**src/rtl/ctl_ajuste_if.sv**
```systemverilog
// Signal bundle between the clock mode controller and its neighbours
// (tick divider, button debouncers, the three counter machines, display).
interface ctl_ajuste_if;
  logic       ctla_tick;
  logic       ctla_btn_mode;
  logic       ctla_btn_inc;
  logic       ctla_s_max;
  logic       ctla_m_max;
  logic       ctla_inc_s;
  logic       ctla_inc_m;
  logic       ctla_inc_h;
  logic       ctla_clr_s;
  logic [1:0] ctla_mode;
  logic       ctla_blank_h;
  logic       ctla_blank_m;

  // controller side
  modport master (
    input  ctla_tick, ctla_btn_mode, ctla_btn_inc, ctla_s_max, ctla_m_max,
    output ctla_inc_s, ctla_inc_m, ctla_inc_h, ctla_clr_s, ctla_mode,
    output ctla_blank_h, ctla_blank_m
  );

  // environment side: stimulus sources and counter/display sinks
  modport slave (
    output ctla_tick, ctla_btn_mode, ctla_btn_inc, ctla_s_max, ctla_m_max,
    input  ctla_inc_s, ctla_inc_m, ctla_inc_h, ctla_clr_s, ctla_mode,
    input  ctla_blank_h, ctla_blank_m
  );
endinterface

```
**src/rtl/ctl_ajuste.sv**
```systemverilog
// Digital clock mode/sequencing controller: RUN / SET_H / SET_M, carry chain,
// edit blink. Optional edit-mode inactivity timeout under `CTLA_TIMEOUT_EN`.
module ctl_ajuste #(
  parameter int unsigned TIMEOUT_TICKS = 30,
  parameter int unsigned TW            = 5
) (
  input  logic         ctla_clock,
  input  logic         ctla_reset,
  ctl_ajuste_if.master bus
);

  typedef enum logic [1:0] {
    RUN   = 2'b00,
    SET_H = 2'b01,
    SET_M = 2'b10
  } state_t;

  state_t state, state_nxt;
  logic   phase, phase_nxt;
  logic   mode_prev, inc_prev;
  logic   mode_press, inc_press;
  logic   inc_s_q, inc_m_q, inc_h_q, clr_s_q;
  logic   inc_s_d, inc_m_d, inc_h_d, clr_s_d;

  if (2**TW <= TIMEOUT_TICKS) begin : g_tw_check
    $error("ctl_ajuste: TW too narrow for TIMEOUT_TICKS");
  end

`ifdef CTLA_TIMEOUT_EN
  logic [TW-1:0] tcnt, tcnt_nxt;
`endif

  assign mode_press = bus.ctla_btn_mode & ~mode_prev;
  assign inc_press  = bus.ctla_btn_inc  & ~inc_prev;

  always_ff @(posedge ctla_clock) begin
    if (!ctla_reset) begin
      state     <= RUN;
      phase     <= 1'b0;
      mode_prev <= 1'b0;
      inc_prev  <= 1'b0;
      inc_s_q   <= 1'b0;
      inc_m_q   <= 1'b0;
      inc_h_q   <= 1'b0;
      clr_s_q   <= 1'b0;
`ifdef CTLA_TIMEOUT_EN
      tcnt      <= '0;
`endif
    end else begin
      state     <= state_nxt;
      phase     <= phase_nxt;
      mode_prev <= bus.ctla_btn_mode;
      inc_prev  <= bus.ctla_btn_inc;
      inc_s_q   <= inc_s_d;
      inc_m_q   <= inc_m_d;
      inc_h_q   <= inc_h_d;
      clr_s_q   <= clr_s_d;
`ifdef CTLA_TIMEOUT_EN
      tcnt      <= tcnt_nxt;
`endif
    end
  end

  always_comb begin
    state_nxt = state;
    phase_nxt = phase;
    inc_s_d   = 1'b0;
    inc_m_d   = 1'b0;
    inc_h_d   = 1'b0;
    clr_s_d   = 1'b0;
`ifdef CTLA_TIMEOUT_EN
    tcnt_nxt  = tcnt;
`endif

    unique case (state)
      RUN: begin
        // counters wrap from their own values, so the whole carry is one cycle
        if (bus.ctla_tick) begin
          inc_s_d = 1'b1;
          inc_m_d = bus.ctla_s_max;
          inc_h_d = bus.ctla_s_max & bus.ctla_m_max;
        end
        if (mode_press) begin
          state_nxt = SET_H;
          phase_nxt = 1'b0;
        end
      end
      SET_H: begin
        if (mode_press) begin
          state_nxt = SET_M;
          phase_nxt = 1'b0;
        end else begin
          inc_h_d = inc_press;
          if (bus.ctla_tick) phase_nxt = ~phase;
        end
      end
      SET_M: begin
        if (mode_press) begin
          state_nxt = RUN;
          phase_nxt = 1'b0;
          clr_s_d   = 1'b1;
        end else begin
          inc_m_d = inc_press;
          if (bus.ctla_tick) phase_nxt = ~phase;
        end
      end
      default: begin
        state_nxt = RUN;
        phase_nxt = 1'b0;
      end
    endcase

`ifdef CTLA_TIMEOUT_EN
    // any press restarts the idle count and beats a simultaneous expiry
    if (state == RUN || mode_press || inc_press) begin
      tcnt_nxt = '0;
    end else if (bus.ctla_tick) begin
      if (tcnt == TW'(TIMEOUT_TICKS - 1)) begin
        state_nxt = RUN;
        phase_nxt = 1'b0;
        clr_s_d   = 1'b1;
        tcnt_nxt  = '0;
      end else begin
        tcnt_nxt = tcnt + 1'b1;
      end
    end
`endif
  end

  assign bus.ctla_inc_s   = inc_s_q;
  assign bus.ctla_inc_m   = inc_m_q;
  assign bus.ctla_inc_h   = inc_h_q;
  assign bus.ctla_clr_s   = clr_s_q;
  assign bus.ctla_mode    = state;
  assign bus.ctla_blank_h = (state == SET_H) & phase;
  assign bus.ctla_blank_m = (state == SET_M) & phase;

endmodule

```
**src/flat_wrapper.sv**
```systemverilog
// flat-port wrapper written by rule: the top's interface ports become plain ports
module ctl_ajuste_flat 
#(
  parameter int unsigned TIMEOUT_TICKS = 30,
  parameter int unsigned TW            = 5
)
  (ctla_clock, ctla_reset, bus_ctla_tick, bus_ctla_btn_mode, bus_ctla_btn_inc, bus_ctla_s_max, bus_ctla_m_max, bus_ctla_inc_s, bus_ctla_inc_m, bus_ctla_inc_h, bus_ctla_clr_s, bus_ctla_mode, bus_ctla_blank_h, bus_ctla_blank_m);
  ctl_ajuste_if bus_i ();
  input  logic ctla_clock;
  input  logic ctla_reset;
  input wire logic [$bits(bus_i.ctla_tick)-1:0] bus_ctla_tick;
  input wire logic [$bits(bus_i.ctla_btn_mode)-1:0] bus_ctla_btn_mode;
  input wire logic [$bits(bus_i.ctla_btn_inc)-1:0] bus_ctla_btn_inc;
  input wire logic [$bits(bus_i.ctla_s_max)-1:0] bus_ctla_s_max;
  input wire logic [$bits(bus_i.ctla_m_max)-1:0] bus_ctla_m_max;
  output wire logic [$bits(bus_i.ctla_inc_s)-1:0] bus_ctla_inc_s;
  output wire logic [$bits(bus_i.ctla_inc_m)-1:0] bus_ctla_inc_m;
  output wire logic [$bits(bus_i.ctla_inc_h)-1:0] bus_ctla_inc_h;
  output wire logic [$bits(bus_i.ctla_clr_s)-1:0] bus_ctla_clr_s;
  output wire logic [$bits(bus_i.ctla_mode)-1:0] bus_ctla_mode;
  output wire logic [$bits(bus_i.ctla_blank_h)-1:0] bus_ctla_blank_h;
  output wire logic [$bits(bus_i.ctla_blank_m)-1:0] bus_ctla_blank_m;
  assign bus_i.ctla_tick = bus_ctla_tick;
  assign bus_i.ctla_btn_mode = bus_ctla_btn_mode;
  assign bus_i.ctla_btn_inc = bus_ctla_btn_inc;
  assign bus_i.ctla_s_max = bus_ctla_s_max;
  assign bus_i.ctla_m_max = bus_ctla_m_max;
  assign bus_ctla_inc_s = bus_i.ctla_inc_s;
  assign bus_ctla_inc_m = bus_i.ctla_inc_m;
  assign bus_ctla_inc_h = bus_i.ctla_inc_h;
  assign bus_ctla_clr_s = bus_i.ctla_clr_s;
  assign bus_ctla_mode = bus_i.ctla_mode;
  assign bus_ctla_blank_h = bus_i.ctla_blank_h;
  assign bus_ctla_blank_m = bus_i.ctla_blank_m;
  ctl_ajuste #(.TIMEOUT_TICKS(TIMEOUT_TICKS), .TW(TW)) u_core (.ctla_clock(ctla_clock), .ctla_reset(ctla_reset), .bus(bus_i));
endmodule
```
**config.mk**
```make
export PLATFORM = sky130hd
export DESIGN_NAME = ctl_ajuste_flat
export DESIGN_NICKNAME = d
export VERILOG_FILES = /design/src/rtl/ctl_ajuste_if.sv /design/src/rtl/ctl_ajuste.sv /design/src/flat_wrapper.sv
export SDC_FILE = /design/constraint.sdc
export NUM_CORES = 1
export LEC_CHECK = 0
export ABC_CLOCK_PERIOD_IN_PS = 3300
export BUFFER_PORTS_ARGS = -buffer_cell sky130_fd_sc_hd__clkbuf_2
export CORE_AREA = 2 2 39 41
export CTS_BUF_LIST = sky130_fd_sc_hd__clkbuf_4 sky130_fd_sc_hd__clkbuf_8
export DETAILED_ROUTE_END_ITERATION = 12
export DIE_AREA = 0 0 41 43
export GPL_ROUTABILITY_DRIVEN = 0
export GPL_TIMING_DRIVEN = 0
export SKIP_LAST_GASP = 1
export SLEW_MARGIN = 0
export SYNTH_ARGS = -nofsm -noshare
export SYNTH_HDL_FRONTEND = slang
export SYNTH_SLANG_ARGS = --single-unit
export TNS_END_PERCENT = 1
```
**constraint.sdc**
```tcl
create_clock -name ctla_clock -period 3.3 [get_ports ctla_clock]
set_input_delay 0 -clock ctla_clock [delete_from_list [all_inputs] [get_ports ctla_clock]]
set_output_delay 0 -clock ctla_clock [all_outputs]
set_load 0.005 [all_outputs]
```
==> flow_metrics.env <==
export IMPL_status="complete, no violations"
export IMPL_clockRootBuffer="clkbuf_4"
export IMPL_dr_pass1_iters=3
export IMPL_timing_slew_headroom_pct=87.6
export IMPL_fp_dieArea_um2=1760
export IMPL_cts_inserted_buffers=3
export IMPL_insertion_delay_ns=0.26
export IMPL_syn_area_um2=422
export IMPL_diodes=0
export IMPL_ant_nets=0
export IMPL_ys_seq_area_share_pct=42.7
export IMPL_slew_viol_final=0
export IMPL_worstPathArrival_ns=1.50
export IMPL_final_common_cell="clkbuf_2"
export IMPL_fin_crit_sh_pct=41.0
export IMPL_grt_overflow=0
export IMPL_cts_resized=0
export IMPL_grt_pass1_wl_mm=1.21
export IMPL_netlist_area_leader_share_pct=42.7
export IMPL_crit_fanout=5
export IMPL_portBuffers=13
export IMPL_synth_nets=55
export IMPL_min_from="bus_ctla_m_max"
export IMPL_p_seq_share_pct=38.6
export IMPL_startpoint="u_core.bus.ctla_mode[0]$_SDFFE_PN0P_"
export IMPL_pwr_share_comb_pct=36.2
export IMPL_synth_area_top_cells="dfxtp_1, ha_1, and2_1"
export IMPL_area_delta_synth_final_pct=32.0
export IMPL_worst_pin_slew_ns=0.185
export IMPL_vias_per_cell=4.63
export IMPL_p_clk_share_pct=25.2
export IMPL_clkSinkCount=9
export IMPL_final_nets=75
export IMPL_irDropWorstVdd_uv=229
export IMPL_fin_util_pct=40.2
export IMPL_drv_cap=0
export IMPL_finalSetupTns_ns=0
export IMPL_die_w_um=41
export IMPL_cts_setup_buffers=0
export IMPL_drtIter0Drc=7
export IMPL_synth_warnings=0
export IMPL_postSynthCellCount=43
export IMPL_hold_violations=0
export IMPL_final_cell_mix="clkbuf_2, dfxtp_1, nand2_1, ha_1"
export IMPL_internal_power_w=0.000246
export IMPL_clock_skew_ns=0.00318
export IMPL_num_rows=14
export IMPL_h_tree_depth=1
export IMPL_n_fill_cell=151
export IMPL_num_vias=361
export IMPL_path_clk_slew_ns=0.06
export IMPL_setup_viol=0
export IMPL_clockBufferDepth=2
export IMPL_power_switching_w=0.000123
export IMPL_cts_tree="yes"
export IMPL_fmax_ghz=0.739
export IMPL_dp_hpwl_um=576
export IMPL_worst_hold_path_type="primary input to register"
export IMPL_fp_coreArea_um2=1380
export IMPL_postCtsHoldBufs=2
export IMPL_die_h_um=43
export IMPL_grt_max_degree=11
export IMPL_grt_total_usage_pct=10.8
export IMPL_synth_seq_cells=9
export IMPL_required_ns=3.45
export IMPL_drc=0
export IMPL_ys_types=20
export IMPL_path_class="register to register"
export IMPL_r2r_start="u_core.bus.ctla_mode[0]$_SDFFE_PN0P_"
export IMPL_start_kind="register"
export IMPL_pwr_density_cell_nw_per_um2=662
export IMPL_grt_pass1_vias=304
export IMPL_antenna_found_initial=0
export IMPL_p_leak_nw=0.264
export IMPL_routed_wl_um=800
export IMPL_start_util_pct=30.5
export IMPL_wl_per_cell_um=10.3
export IMPL_ios=15
export IMPL_post_route_min_period_ns=1.35
export IMPL_rsz0062_at_grt="false"
export IMPL_drive_gt1_share_pct=29.0
export IMPL_p_sw_share_pct=33.3
export IMPL_crit_path_end_kind="register"
export IMPL_yosysTopAreaCell="dfxtp_1"
export IMPL_synth_avg_cell_area_um2=9.81
-- synth_stat cells --
library cell / instances
and3b_1: 1
o2111ai_1: 1
a21oi_1: 1
nor2b_1: 1
nor2_1: 1
dfxtp_1: 9
buf_2: 1
inv_1: 2
nand2_1: 5
and2_1: 4
nand4b_1: 2
o21ai_0: 1
and3_1: 1
o31a_1: 1
nand3_1: 1
a21boi_0: 2
nand2b_1: 1
nand4_1: 1
ha_1: 5
mux2i_1: 2
-- logic make-up after synthesis --
logic type,count (synthesis),synth area share [%]
simple gates,18,24.6
mux,2,4.75
buf+inv,3,2.97
flops,9,42.7
compound gates,6,10.1
fa+ha+maj,5,14.8
-- critical path: stages, from the launching register on --
cell and delay, ns:
dfxtp_1 0.41, inv_1 0.11, ha_1 0.25, o31a_1 0.35
mux2i_1 0.12
-- metrics by stage --
stage               hold WS [ns]  cells  instance area [um^2]  total power, W  worst slack, ns
finish                    0.0138     78                   557        0.000368             1.95
floorplan                  0.122     43                   422        0.000234             2.03
detailed placement         0.244     72                   507        0.000277             1.96
CTS                       0.0129     78                   557        0.000374             1.95
global placement           0.243     72                   507        0.000275             1.96
global route             0.00511     78                   557        0.000403             1.87
-- power by group through the flow --
stage	logic [W]	clock network, W	registers (W)
final	0.000133	0.0000928	0.000142
after CTS	0.000134	0.0000971	0.000142
after detailed placement	0.000132	0	0.000145
after global routing	0.000150	0.000106	0.000146
after global placement	0.000131	0	0.000144
after floorplan	0.0000891	0	0.000144
-- layer usage --
metal	global-route usage, %	up-vias	wire (um)
met2	15.3	13	363
met3	3.14	2	52
li1	-	190	-
met4	10.0	0	21
met1	11.9	156	363
met5	0	-	0
-- cell type report --
class / instances / area (um^2) / area share, %
multi-input cells: 31 / 229 / 41.1
flip-flops and latches: 9 / 180 / 32.4
repair buffers: 15 / 85.1 / 15.3
clock buffers: 4 / 30.0 / 5.39
well taps: 16 / 20.0 / 3.60
inverters: 2 / 7.51 / 1.35
plain buffers: 1 / 5.00 / 0.899
-- flip-flops by register name, indices dropped and copies added, names as in the netlist --
signal / flops
u_core.bus.ctla_inc_h: 1
u_core.bus.ctla_inc_m: 1
u_core.bus.ctla_mode: 2
u_core.mode_prev: 1
u_core.bus.ctla_clr_s: 1
u_core.bus.ctla_inc_s: 1
u_core.phase: 1
u_core.inc_prev: 1
-- final timing paths --
path | endpoint | slack, ns | cells past startpoint
worst max-delay path | u_core.bus.ctla_mode[1]$_SDFFE_PN0P_ | 1.95 | 4
worst min register to register | u_core.phase$_SDFFE_PN0P_ | 0.49 | 2
worst min-delay path | u_core.bus.ctla_inc_h$_SDFF_PN0_ | 0.01 | 3
worst max register to register | u_core.bus.ctla_mode[1]$_SDFFE_PN0P_ | 1.95 | 4
No activity file was read; power rests on OpenSTA's default activity.
